`src/rtl/binary_calc_serial_rx_if.sv`:
```
// binary_calc_serial_rx_if: serial link, handshake and unpacked-field bundle for the calculator receiver
// master: drives d_in/d_in_valid/clk_rx (link) and data_ack (consumer)
// slave : the receiver; returns data_out, fields a/b/alu/sel/flag, data_ready, rx_busy, frame_err, overrun
interface binary_calc_serial_rx_if #(parameter int WIDTH = 32);
    logic             d_in;
    logic             d_in_valid;
    logic             clk_rx;
    logic             data_ack;
    logic [WIDTH-1:0] data_out;
    logic [7:0]       a_out;
    logic [7:0]       b_out;
    logic [7:0]       alu_out;
    logic [3:0]       sel_out;
    logic [3:0]       flag_out;
    logic             data_ready;
    logic             rx_busy;
    logic             frame_err;
    logic             overrun;
    modport master (
        output d_in, d_in_valid, clk_rx, data_ack,
        input  data_out, a_out, b_out, alu_out, sel_out, flag_out,
               data_ready, rx_busy, frame_err, overrun
    );
    modport slave (
        input  d_in, d_in_valid, clk_rx, data_ack,
        output data_out, a_out, b_out, alu_out, sel_out, flag_out,
               data_ready, rx_busy, frame_err, overrun
    );
endinterface

```
`src/rtl/binary_calc_serial_rx.sv`:
```
// binary_calc_serial_rx: deserialises MSB-first frames from the calculator link and holds them with READY/ACK
// clk   : system clock, rising edge
// rst_n : asynchronous active-low reset
// bus   : slave side of binary_calc_serial_rx_if (link inputs, ack, word/fields, status pulses)
module binary_calc_serial_rx #(
    parameter int WIDTH       = 32,
    parameter int SYNC_STAGES = 2
) (
    input logic                    clk,
    input logic                    rst_n,
    binary_calc_serial_rx_if.slave bus
);
    localparam int CW = $clog2(WIDTH);
    localparam logic [CW-1:0] LAST = CW'(WIDTH - 1);

    typedef enum logic [1:0] {IDLE, SHIFT, WAIT_LOW} state_t;

    state_t           state, state_nxt;
    logic [SYNC_STAGES-1:0] d_q, v_q, c_q;
    logic             d_s, v_s, c_s, c_prev, bit_tick;
    logic             shift_en, err_set, done_set, done;
    logic [WIDTH-1:0] shreg, data_out;
    logic [CW-1:0]    cnt;
    logic             data_ready, frame_err, overrun;

    assign d_s      = d_q[SYNC_STAGES-1];
    assign v_s      = v_q[SYNC_STAGES-1];
    assign c_s      = c_q[SYNC_STAGES-1];
    assign bit_tick = c_s & ~c_prev;

    always_ff @(posedge clk or negedge rst_n) begin
        if (!rst_n) begin
            d_q    <= '0;
            v_q    <= '0;
            c_q    <= '0;
            c_prev <= 1'b0;
        end else begin
            d_q    <= SYNC_STAGES'({d_q, bus.d_in});
            v_q    <= SYNC_STAGES'({v_q, bus.d_in_valid});
            c_q    <= SYNC_STAGES'({c_q, bus.clk_rx});
            c_prev <= c_s;
        end
    end

    always_ff @(posedge clk or negedge rst_n) begin
        if (!rst_n) state <= IDLE;
        else        state <= state_nxt;
    end

    always_comb begin
        state_nxt = IDLE;
        case (state)
            IDLE:     state_nxt = v_s ? SHIFT : IDLE;
            SHIFT:    state_nxt = !v_s ? IDLE : done_set ? WAIT_LOW : SHIFT;
            WAIT_LOW: state_nxt = v_s ? WAIT_LOW : IDLE;
            default:  state_nxt = IDLE;
        endcase
    end

    // A tick arriving with the valid that opens the frame is already bit 0;
    // in SHIFT a valid drop outranks a coincident tick.
    always_comb begin
        shift_en = bit_tick & v_s & (state == IDLE || state == SHIFT);
        err_set  = (state == SHIFT) & ~v_s;
        done_set = (state == SHIFT) & shift_en & (cnt == LAST);
    end

    always_ff @(posedge clk or negedge rst_n) begin
        if (!rst_n) begin
            shreg     <= '0;
            cnt       <= '0;
            done      <= 1'b0;
            frame_err <= 1'b0;
        end else begin
            if (shift_en) shreg <= {shreg[WIDTH-2:0], d_s};
            cnt       <= (state != SHIFT) ? CW'(shift_en) : (shift_en && cnt != LAST) ? cnt + 1'b1 : cnt;
            done      <= done_set;
            frame_err <= err_set;
        end
    end

    // Load one cycle after the final shift so the last bit is already in shreg.
    always_ff @(posedge clk or negedge rst_n) begin
        if (!rst_n) begin
            data_out   <= '0;
            data_ready <= 1'b0;
            overrun    <= 1'b0;
        end else if (done) begin
            data_out   <= shreg;
            data_ready <= 1'b1;
            overrun    <= data_ready & ~bus.data_ack;
        end else begin
            data_ready <= data_ready & ~bus.data_ack;
            overrun    <= 1'b0;
        end
    end

    assign bus.data_out   = data_out;
    assign bus.a_out      = data_out[31:24];
    assign bus.b_out      = data_out[23:16];
    assign bus.alu_out    = data_out[15:8];
    assign bus.sel_out    = data_out[7:4];
    assign bus.flag_out   = data_out[3:0];
    assign bus.data_ready = data_ready;
    assign bus.rx_busy    = (state == SHIFT);
    assign bus.frame_err  = frame_err;
    assign bus.overrun    = overrun;
endmodule

```
`src/flat_wrapper.sv`:
```
// flat-port wrapper written by rule: the top's interface ports become plain ports
module binary_calc_serial_rx_flat 
#(
    parameter int WIDTH       = 32,
    parameter int SYNC_STAGES = 2
)
  (clk, rst_n, bus_d_in, bus_d_in_valid, bus_clk_rx, bus_data_ack, bus_data_out, bus_a_out, bus_b_out, bus_alu_out, bus_sel_out, bus_flag_out, bus_data_ready, bus_rx_busy, bus_frame_err, bus_overrun);
  binary_calc_serial_rx_if #(.WIDTH(WIDTH)) bus_i ();
  input logic clk;
  input logic rst_n;
  input wire logic [$bits(bus_i.d_in)-1:0] bus_d_in;
  input wire logic [$bits(bus_i.d_in_valid)-1:0] bus_d_in_valid;
  input wire logic [$bits(bus_i.clk_rx)-1:0] bus_clk_rx;
  input wire logic [$bits(bus_i.data_ack)-1:0] bus_data_ack;
  output wire logic [$bits(bus_i.data_out)-1:0] bus_data_out;
  output wire logic [$bits(bus_i.a_out)-1:0] bus_a_out;
  output wire logic [$bits(bus_i.b_out)-1:0] bus_b_out;
  output wire logic [$bits(bus_i.alu_out)-1:0] bus_alu_out;
  output wire logic [$bits(bus_i.sel_out)-1:0] bus_sel_out;
  output wire logic [$bits(bus_i.flag_out)-1:0] bus_flag_out;
  output wire logic [$bits(bus_i.data_ready)-1:0] bus_data_ready;
  output wire logic [$bits(bus_i.rx_busy)-1:0] bus_rx_busy;
  output wire logic [$bits(bus_i.frame_err)-1:0] bus_frame_err;
  output wire logic [$bits(bus_i.overrun)-1:0] bus_overrun;
  assign bus_i.d_in = bus_d_in;
  assign bus_i.d_in_valid = bus_d_in_valid;
  assign bus_i.clk_rx = bus_clk_rx;
  assign bus_i.data_ack = bus_data_ack;
  assign bus_data_out = bus_i.data_out;
  assign bus_a_out = bus_i.a_out;
  assign bus_b_out = bus_i.b_out;
  assign bus_alu_out = bus_i.alu_out;
  assign bus_sel_out = bus_i.sel_out;
  assign bus_flag_out = bus_i.flag_out;
  assign bus_data_ready = bus_i.data_ready;
  assign bus_rx_busy = bus_i.rx_busy;
  assign bus_frame_err = bus_i.frame_err;
  assign bus_overrun = bus_i.overrun;
  binary_calc_serial_rx #(.WIDTH(WIDTH), .SYNC_STAGES(SYNC_STAGES)) u_core (.clk(clk), .rst_n(rst_n), .bus(bus_i));
endmodule
```
`config.mk`:
```
export PLATFORM = sky130hd
export DESIGN_NAME = binary_calc_serial_rx_flat
export DESIGN_NICKNAME = d
export VERILOG_FILES = /design/src/rtl/binary_calc_serial_rx_if.sv /design/src/rtl/binary_calc_serial_rx.sv /design/src/flat_wrapper.sv
export SDC_FILE = /design/constraint.sdc
export NUM_CORES = 1
export LEC_CHECK = 0
export CAP_MARGIN = 15
export CORE_UTILIZATION = 54
export DETAILED_ROUTE_END_ITERATION = 10
export HOLD_SLACK_MARGIN = 0.08
export PLACE_DENSITY_LB_ADDON = 0.1
export SLEW_MARGIN = 10
export SYNTH_ARGS = -nofsm -noshare
export SYNTH_HDL_FRONTEND = slang
export SYNTH_SLANG_ARGS = --single-unit
```
`constraint.sdc`:
```
create_clock -name clk -period 4.3 [get_ports clk]
set_clock_uncertainty 0.15 [all_clocks]
set_input_delay 0.86 -clock clk [delete_from_list [all_inputs] [get_ports clk]]
set_output_delay 0.86 -clock clk [all_outputs]
set_load 0.03 [all_outputs]
```
# ---- Yosys cells after proc, flatten, opt, wreduce, memory -nomap -nowiden
# Cells that the tools add are included.
dict set report totals {
  reg_bits 82
  elab_cells 41
  inputBits 6
}
dict set report classes {
  bitwise_logic 10
  n_mux 9
  n_addsub 1
  reduce_logical 4
  eq_ne 5
}
# cell n
set ops {}
lappend ops {{$mux W5} 2}
lappend ops {{$and A1 B1 Y1} 7}
lappend ops {{$mux W2} 3}
lappend ops {{$pmux W2 S3} 1}
lappend ops {{$add A5 B1 Y5 const B} 1}
lappend ops {{$eq A5 B5 Y1 const B} 1}
lappend ops {{$ne A5 B5 Y1 const B} 1}
lappend ops {{$mux W1} 3}
lappend ops {{$not A1 Y1} 3}
lappend ops {{$eq A2 B1 Y1 const B} 1}
lappend ops {{$eq A2 B2 Y1 const B} 1}
lappend ops {{$logic_not A2 Y1} 1}
lappend ops {{$ne A2 B1 Y1 const B} 1}
lappend ops {{$reduce_bool A2 Y1} 1}
lappend ops {{$logic_and A1 B1 Y1} 1}
lappend ops {{$logic_or A1 B1 Y1} 1}

# ---- Longest topological paths before layout
# Gate-level depths: netlist of the first run.
dict set report logic_depth {
  depth_word 9
  mapped_depth 7
}

# ---- Worst setup path before layout of the first run
# No wires, ideal clock.
dict set report synth_path {
  path_kind {register to register}
  startpoint {register u_core.cnt[0]}
  endpoint {register u_core.cnt[3]}
  slack_ps 2346
  path_buffers 1
  stages_incl_launch_ff 8
  arrival_time_ps 1726
  synth_period_minus_slack_ps 1954
  cell_sequence {dfrtp_1 ha_1 and3_1 ha_1 nand4bb_1 buf_2 or3_1 a21oi_1}
}
dict set report synth_between {
  elab_chain_len 3
  elab_cells_between_ends 6
  cone_classes {add/sub: 1; eq/ne: 1; mux: 2; reduce/logical: 2}
}
# element line
set synth_rtl {}
lappend synth_rtl {{start: declaration} binary_calc_serial_rx.sv:23} ;# logic [CW-1:0] cnt;
lappend synth_rtl {{start signal: assignment} binary_calc_serial_rx.sv:76} ;# cnt <= (state != SHIFT) ? CW'(shift_en) : (shift_en && cnt != LAST) ? cnt + 1'b1 : cnt;
lappend synth_rtl {{$add A5 B1 Y5 or $ne A5 B5 Y1 (tied branches)} binary_calc_serial_rx.sv:76}
lappend synth_rtl {{$mux W5 or $logic_and A1 B1 Y1 (tied branches)} binary_calc_serial_rx.sv:76}
lappend synth_rtl {{$mux W5 or $reduce_bool A2 Y1 (tied branches)} n/a}
# Several ways; a longest one is shown, not always the timed one. The select of a mux whose other input is x is not followed.
# A chain may end at the register's enable or synchronous reset.

# ---- Final worst setup path of the first run
dict set report layout_path {
  startpoint {register u_core.state[1]}
  endpoint {output bus_rx_busy}
}
dict set report layout_between {
  elab_chain_len 1
}
# element line
set layout_rtl {}
lappend layout_rtl {{start: declaration} binary_calc_serial_rx.sv:18} ;# state_t state, state_nxt;
lappend layout_rtl {{start signal: assignment} binary_calc_serial_rx.sv:47} ;# else state <= state_nxt;
lappend layout_rtl {{$eq A2 B1 Y1} binary_calc_serial_rx.sv:105} ;# assign bus.rx_busy = (state == SHIFT);
lappend layout_rtl {{end: declaration} flat_wrapper.sv:22} ;# output wire logic [$bits(bus_i.rx_busy)-1:0] bus_rx_busy;
# No other way between the ends.

==> impl_metrics.py, run 1 <==
metrics = {
    "timing": {
        "slew_headroom_pct": 33.16,
        "worst_pin_slew_ns": 1.003,
        "setup_viol": 0,
        "rsz0062_at_grt": "false",
        "tns_ns": 0,
        "fin_ws_ns": 1.438,
        "max_freq_mhz": 349.4,
        "slew_viol_final": 0,
        "hold_violations": 0,
        "final.min_clock_period_ns": 2.862,
        "min_period_over_period_pct": 66.56,
        "whs_ns": 0.1997,
    },
    "worst_setup_path": {
        "crit_slowest_cell": "clkdlybuf4s50_1",
        "cp-start-kind": "flop",
        "timing_worst_setup_path_type": "reg2out",
        "worstPathCellList": "nand2b_1, inv_1, clkdlybuf4s50_1",
        "cp-end-kind": "output pin",
        "cp.required_ns": 3.29,
        "crit_family": "buffers and inverters",
        "cp_slowest_stage_delay_ns": 0.67,
        "crit_buf_inv": 2,
        "crit_path_max_fanout": 8,
        "arrival_ns": 1.85,
    },
    "layout": {
        "multi_input_area_um2": 1035,
        "final_cell_mix": "dfrtp_1, clkdlybuf4s50_1, mux2_2",
        "instances_no_fill": 344,
        "synthToLayoutAreaGrowth_pct": 20.18,
        "drive_above_1_share_pct": 30.11,
        "fin_util_pct": 68.42,
        "design_area_um2": 4099,
        "layout_commonest_cell": "dfrtp_1",
        "layout.nets": 272,
        "seq_area_um2": 2052,
        "fillers": 425,
        "num_antenna_cells": 0,
    },
    "synth": {
        "yosysTopAreaCell": "dfrtp_1",
        "synth_top_flop_cell": "dfrtp_1",
        "syn_avg_cell_area_um2": 15.50,
        "synthArstFlopShare_pct": 100.0,
        "synth_area_um2": 3411,
        "ys_types": 27,
        "synthCells": 220,
        "syn_nets": 228,
        "yosysTopAreaCellShare_pct": 60.16,
        "synth_edf_count": 0,
        "synth_seq_cells": 82,
        "synth.yosys.seq_area_share_pct": 60.16,
        "synthTopCellsByArea": "dfrtp_1, mux2_4, mux2_2",
        "synth-warning-count": 0,
    },
    "power_and_ir_drop": {
        "vdd_drop_max_uv": 311.6,
        "finalPower_mw": 1.412,
        "p_per_area_nw_per_um2": 344.6,
        "p_leak_nw": 1.941,
    },
    "floorplanning": {
        "die_x_um": 81.48,
        "core-area_um2": 5991,
        "start_util_pct": 56.93,
        "rows": 28,
        "die_y_um": 81.48,
        "ios": 74,
        "die_area_um2": 6638,
    },
    "global_route": {
        "grt_pass1_wl_um": 8418,
        "grt_pass1_vias": 1702,
        "antenna_found_initial": 0,
        "grt-ovfl-total": 0,
        "grt.total_usage_pct": 17.46,
        "grt_max_degree": 83,
    },
    "cts": {
        "cts_setup_buffers": 0,
        "path_clk_slew_ns": 0.07,
        "cts_sinks": 82,
        "numCtsBuffers": 9,
        "tritoncts": "done",
        "cts-root-buf": "clkbuf_8",
        "cts_resized": 0,
        "cts_max_level": 3,
        "worstSkewPairLatency_ns": 0.33,
        "cts_buffer_depth": 2,
        "cts.hold.buffers_added": 0,
    },
    "placement": {
        "io_buffers": 73,
        "dpl.hpwl_um": 3195,
        "dp_slack_ns": 1.801,
        "dpl.cell_count": 328,
        "gp_congestion": 0.7773,
        "dpl_cell_area_um2": 3935,
    },
    "routing": {
        "drc": 0,
        "wirelength_um": 5188,
        "wl_per_cell_um": 15.08,
        "drtIter0Drc": 67,
        "drtAntennaViolNets": 0,
        "firstDrtPassIters": 4,
        "num_vias": 1780,
        "routed_via_density": 5.174,
    },
    "hold_path": {
        "hold_class": "reg2reg",
    },
    "status": {
        "outcome": "completed",
    },
    "run": {
        "maxCapViolations": 0,
    },
}
## cell families after synthesis
| kind of cell | synth area share [%] |
|---|---|
| AO/OA/AOI/OAI | 1.467 |
| adder cells (fa/ha/maj) | 0.7336 |
| buffers and inverters | 9.501 |
| flip-flops | 60.16 |
| multiplexers | 24.91 |
| AND/OR/NAND/NOR | 3.228 |
## cell usage after synthesis (all sizes together), types with 2 or more instances
master  instances
or3             2
mux2           64
a21oi           2
clkbuf          2
ha              2
nor2            3
buf            40
inv             3
and3            2
nor3b           2
o21ai           3
mux2i           2
dfrtp          82
## area by class of cell
class / count / area share (%)
clock buffers: 13 / 3.632
clock inverters: 3 / 0.3663
inverters: 3 / 0.2747
multi-input cells: 93 / 25.24
flip-flops and latches: 82 / 50.06
well taps: 75 / 2.289
repair buffers: 75 / 18.13
## per-layer routing
layer,routed length (um),global-route usage (%),share of wire (%)
met4,124,10.71,2.4
met1,2429,24.01,47
met3,278,4.556,5.4
met5,0,0,0
met2,2356,24.75,45
## sequential cells by signal (all words and copies together), names as in the netlist, 2 cells and up
register / flops
u_core.bus.data_out: 32
u_core.shreg: 32
u_core.cnt: 5
u_core.c_q: 2
u_core.d_q: 2
u_core.state: 2
u_core.v_q: 2
## path summary, 6_finish.rpt
| path | from | end | slack [ns] | depth (start not counted) |
|---|---|---|---|---|
| max reg2reg | u_core.cnt[0]$_DFFE_PN0P_ | u_core.cnt[3]$_DFFE_PN0P_ | 2.12 | 6 |
| min in group asynchronous | rst_n | u_core.bus.data_out[7]$_DFFE_PN0P_ | 0.52 | 1 |
| max | u_core.state[1]$_DFF_PN0_ | bus_rx_busy | 1.44 | 3 |
| min | u_core.c_q[0]$_DFF_PN0_ | u_core.c_q[1]$_DFF_PN0_ | 0.20 | 0 |
| min reg2reg | u_core.c_q[0]$_DFF_PN0_ | u_core.c_q[1]$_DFF_PN0_ | 0.20 | 0 |
| max in group asynchronous | rst_n | u_core.shreg[14]$_DFFE_PN0P_ | 2.82 | 1 |
## power breakdown
| group | internal (mW) | switching (mW) | total [mW] | leakage, nW |
|---|---|---|---|---|
| logic | 0.0573 | 0.0335 | 0.0908 | 0.741 |
| registers | 0.812 | 0.0324 | 0.844 | 1.11 |
| clock network | 0.224 | 0.254 | 0.478 | 0.0872 |
Note: power is estimated with default switching activity, not from simulation.
==> run 2: changes to the inputs <==
- CORE_UTILIZATION: 54 -> 45
- clock period: 4.3 -> 2.3 ns (I/O delays scaled with it)
==> impl_metrics.py, run 2 (same netlist as run 1, synthesis figures left out) <==
metrics = {
    "placement": {
        "io_buffers": 73,
        "dpl.hpwl_um": 3573,
        "dpl.cell_count": 360,
        "gp_congestion": 0.7579,
    },
    "global_route": {
        "antenna_found_initial": 0,
        "grt_pass1_vias": 1750,
        "grt-ovfl-total": 0,
        "grt_pass1_wl_um": 8576,
        "grt_max_degree": 28,
        "grt.total_usage_pct": 14.66,
    },
    "worst_setup_path": {
        "rr_worst_depth": 6,
        "worst-r2r-setup-slack_ns": 0.27,
        "crit_slowest_cell": "clkdlybuf4s50_1",
        "crit_family": "buffers and inverters",
        "crit_buf_inv": 1,
        "cp.required_ns": 1.69,
        "worstPathCellList": "clkdlybuf4s50_1",
        "arrival_ns": 1.42,
        "cp-end-kind": "output pin",
        "cp-start-kind": "flop",
        "r2r-start": "u_core.cnt[0]$_DFFE_PN0P_",
        "cp_slowest_stage_delay_ns": 0.71,
        "crit_path_max_fanout": 3,
        "timing_worst_setup_path_type": "reg2out",
        "r2r-end": "u_core.cnt[3]$_DFFE_PN0P_",
    },
    "timing": {
        "worst_pin_slew_ns": 0.3705,
        "min_period_over_period_pct": 88.36,
        "slew_viol_final": 0,
        "setup_viol": 0,
        "max_freq_mhz": 492.1,
        "final.min_clock_period_ns": 2.032,
        "slew_headroom_pct": 75.30,
        "rsz0062_at_grt": "false",
        "tns_ns": 0,
        "hold_violations": 0,
    },
    "cts": {
        "cts_setup_buffers": 0,
        "path_clk_slew_ns": 0.08,
        "worstSkewPairLatency_ns": 0.34,
        "numCtsBuffers": 9,
        "cts_buffer_depth": 2,
        "cts_sinks": 82,
        "tritoncts": "done",
        "cts_max_level": 3,
        "cts-root-buf": "clkbuf_8",
    },
    "layout": {
        "drive_above_1_share_pct": 32.73,
        "layout_commonest_cell": "dfrtp_1",
        "instances_no_fill": 377,
        "num_antenna_cells": 0,
        "fillers": 609,
        "reg_top3": "u_core.bus.data_out x32, u_core.shreg x32, u_core.cnt x5",
        "final_cell_mix": "dfrtp_1, clkdlybuf4s50_1, mux2_2",
        "synthToLayoutAreaGrowth_pct": 24.69,
        "layout.nets": 281,
    },
    "floorplanning": {
        "die_x_um": 89.06,
        "ios": 74,
        "core-area_um2": 7292,
        "die_area_um2": 7932,
        "start_util_pct": 46.77,
        "die_y_um": 89.06,
        "rows": 31,
    },
    "power_and_ir_drop": {
        "p_per_area_nw_per_um2": 678.3,
        "vdd_drop_max_uv": 463.8,
        "p_leak_nw": 2.008,
        "finalPower_mw": 2.885,
    },
    "hold_path": {
        "holdPathEnd": "u_core.c_q[1]$_DFF_PN0_",
        "hold_class": "reg2reg",
        "hold_path_startpoint": "u_core.c_q[0]$_DFF_PN0_",
        "min_path_cells": 0,
    },
    "routing": {
        "drc": 0,
        "drtAntennaViolNets": 0,
        "wl_per_cell_um": 13.94,
        "firstDrtPassIters": 3,
        "drtIter0Drc": 59,
        "routed_via_density": 4.743,
        "wirelength_um": 5256,
        "num_vias": 1788,
    },
    "run": {
        "maxCapViolations": 0,
    },
    "status": {
        "outcome": "completed",
    },
}
run 2: report_power, final:
group	internal, mW	switching, mW	leakage, nW
Sequential	1.52	0.0600	1.11
Combinational	0.115	0.0668	0.785
Clock	0.638	0.488	0.109
run 2: metrics by stage:
step | area [um2] | setup slack [ns] | hold WS, ns | util [%]
finish | 4253 | 0.2677 | 0.2065 | 58.32
global route | 4253 | 0.1780 | 0.2222 | 58.32
CTS | 4253 | 0.2423 | 0.2095 | 58.32
detailed placement | 4025 | 0.2872 | 0.1905 | 55.20
global placement | 4025 | 0.3594 | 0.1827 | 55.20
floorplan | 3411 | 0.3462 | 0.01441 | -
run 2: area by class of cell:
class	instances	area (um2)	area share [%]
clock buffer	11	141.4	3.325
inverter	3	11.26	0.2648
tap	99	123.9	2.913
multi-input combinational	93	1035	24.33
timing repair buffer	84	812.0	19.09
sequential	82	2052	48.25
clock inverter	5	77.57	1.824
run 2: worst max path at each step:
stage                                             start                        end  slack, ns  cells past startpoint
finish               u_core.bus.data_out[0]$_DFFE_PN0P_            bus_data_out[0]       0.27                      1
global route                  u_core.cnt[0]$_DFFE_PN0P_  u_core.cnt[2]$_DFFE_PN0P_       0.18                      6
CTS                 u_core.bus.data_out[29]$_DFFE_PN0P_               bus_a_out[5]       0.24                      1
detailed placement            u_core.cnt[0]$_DFFE_PN0P_  u_core.cnt[3]$_DFFE_PN0P_       0.29                      6
global placement              u_core.cnt[0]$_DFFE_PN0P_  u_core.cnt[3]$_DFFE_PN0P_       0.36                      6
floorplan                     u_core.cnt[0]$_DFFE_PN0P_  u_core.cnt[3]$_DFFE_PN0P_       0.35                      7
run 2: per-layer routing:
| metal | global-route usage, % | wire length (um) |
|---|---|---|
| met4 | 5.051 | 63 |
| met1 | 18.89 | 2435 |
| met5 | 0 | 0 |
| met3 | 5.725 | 273 |
| met2 | 22.80 | 2483 |
run 2: timing repair:
item                                    in CTS  in global routing
endpoints found under the setup margin       1                  0
endpoints found under the hold margin       23                  0
gates resized for setup                      1                  0
hold buffers                                 1                  0
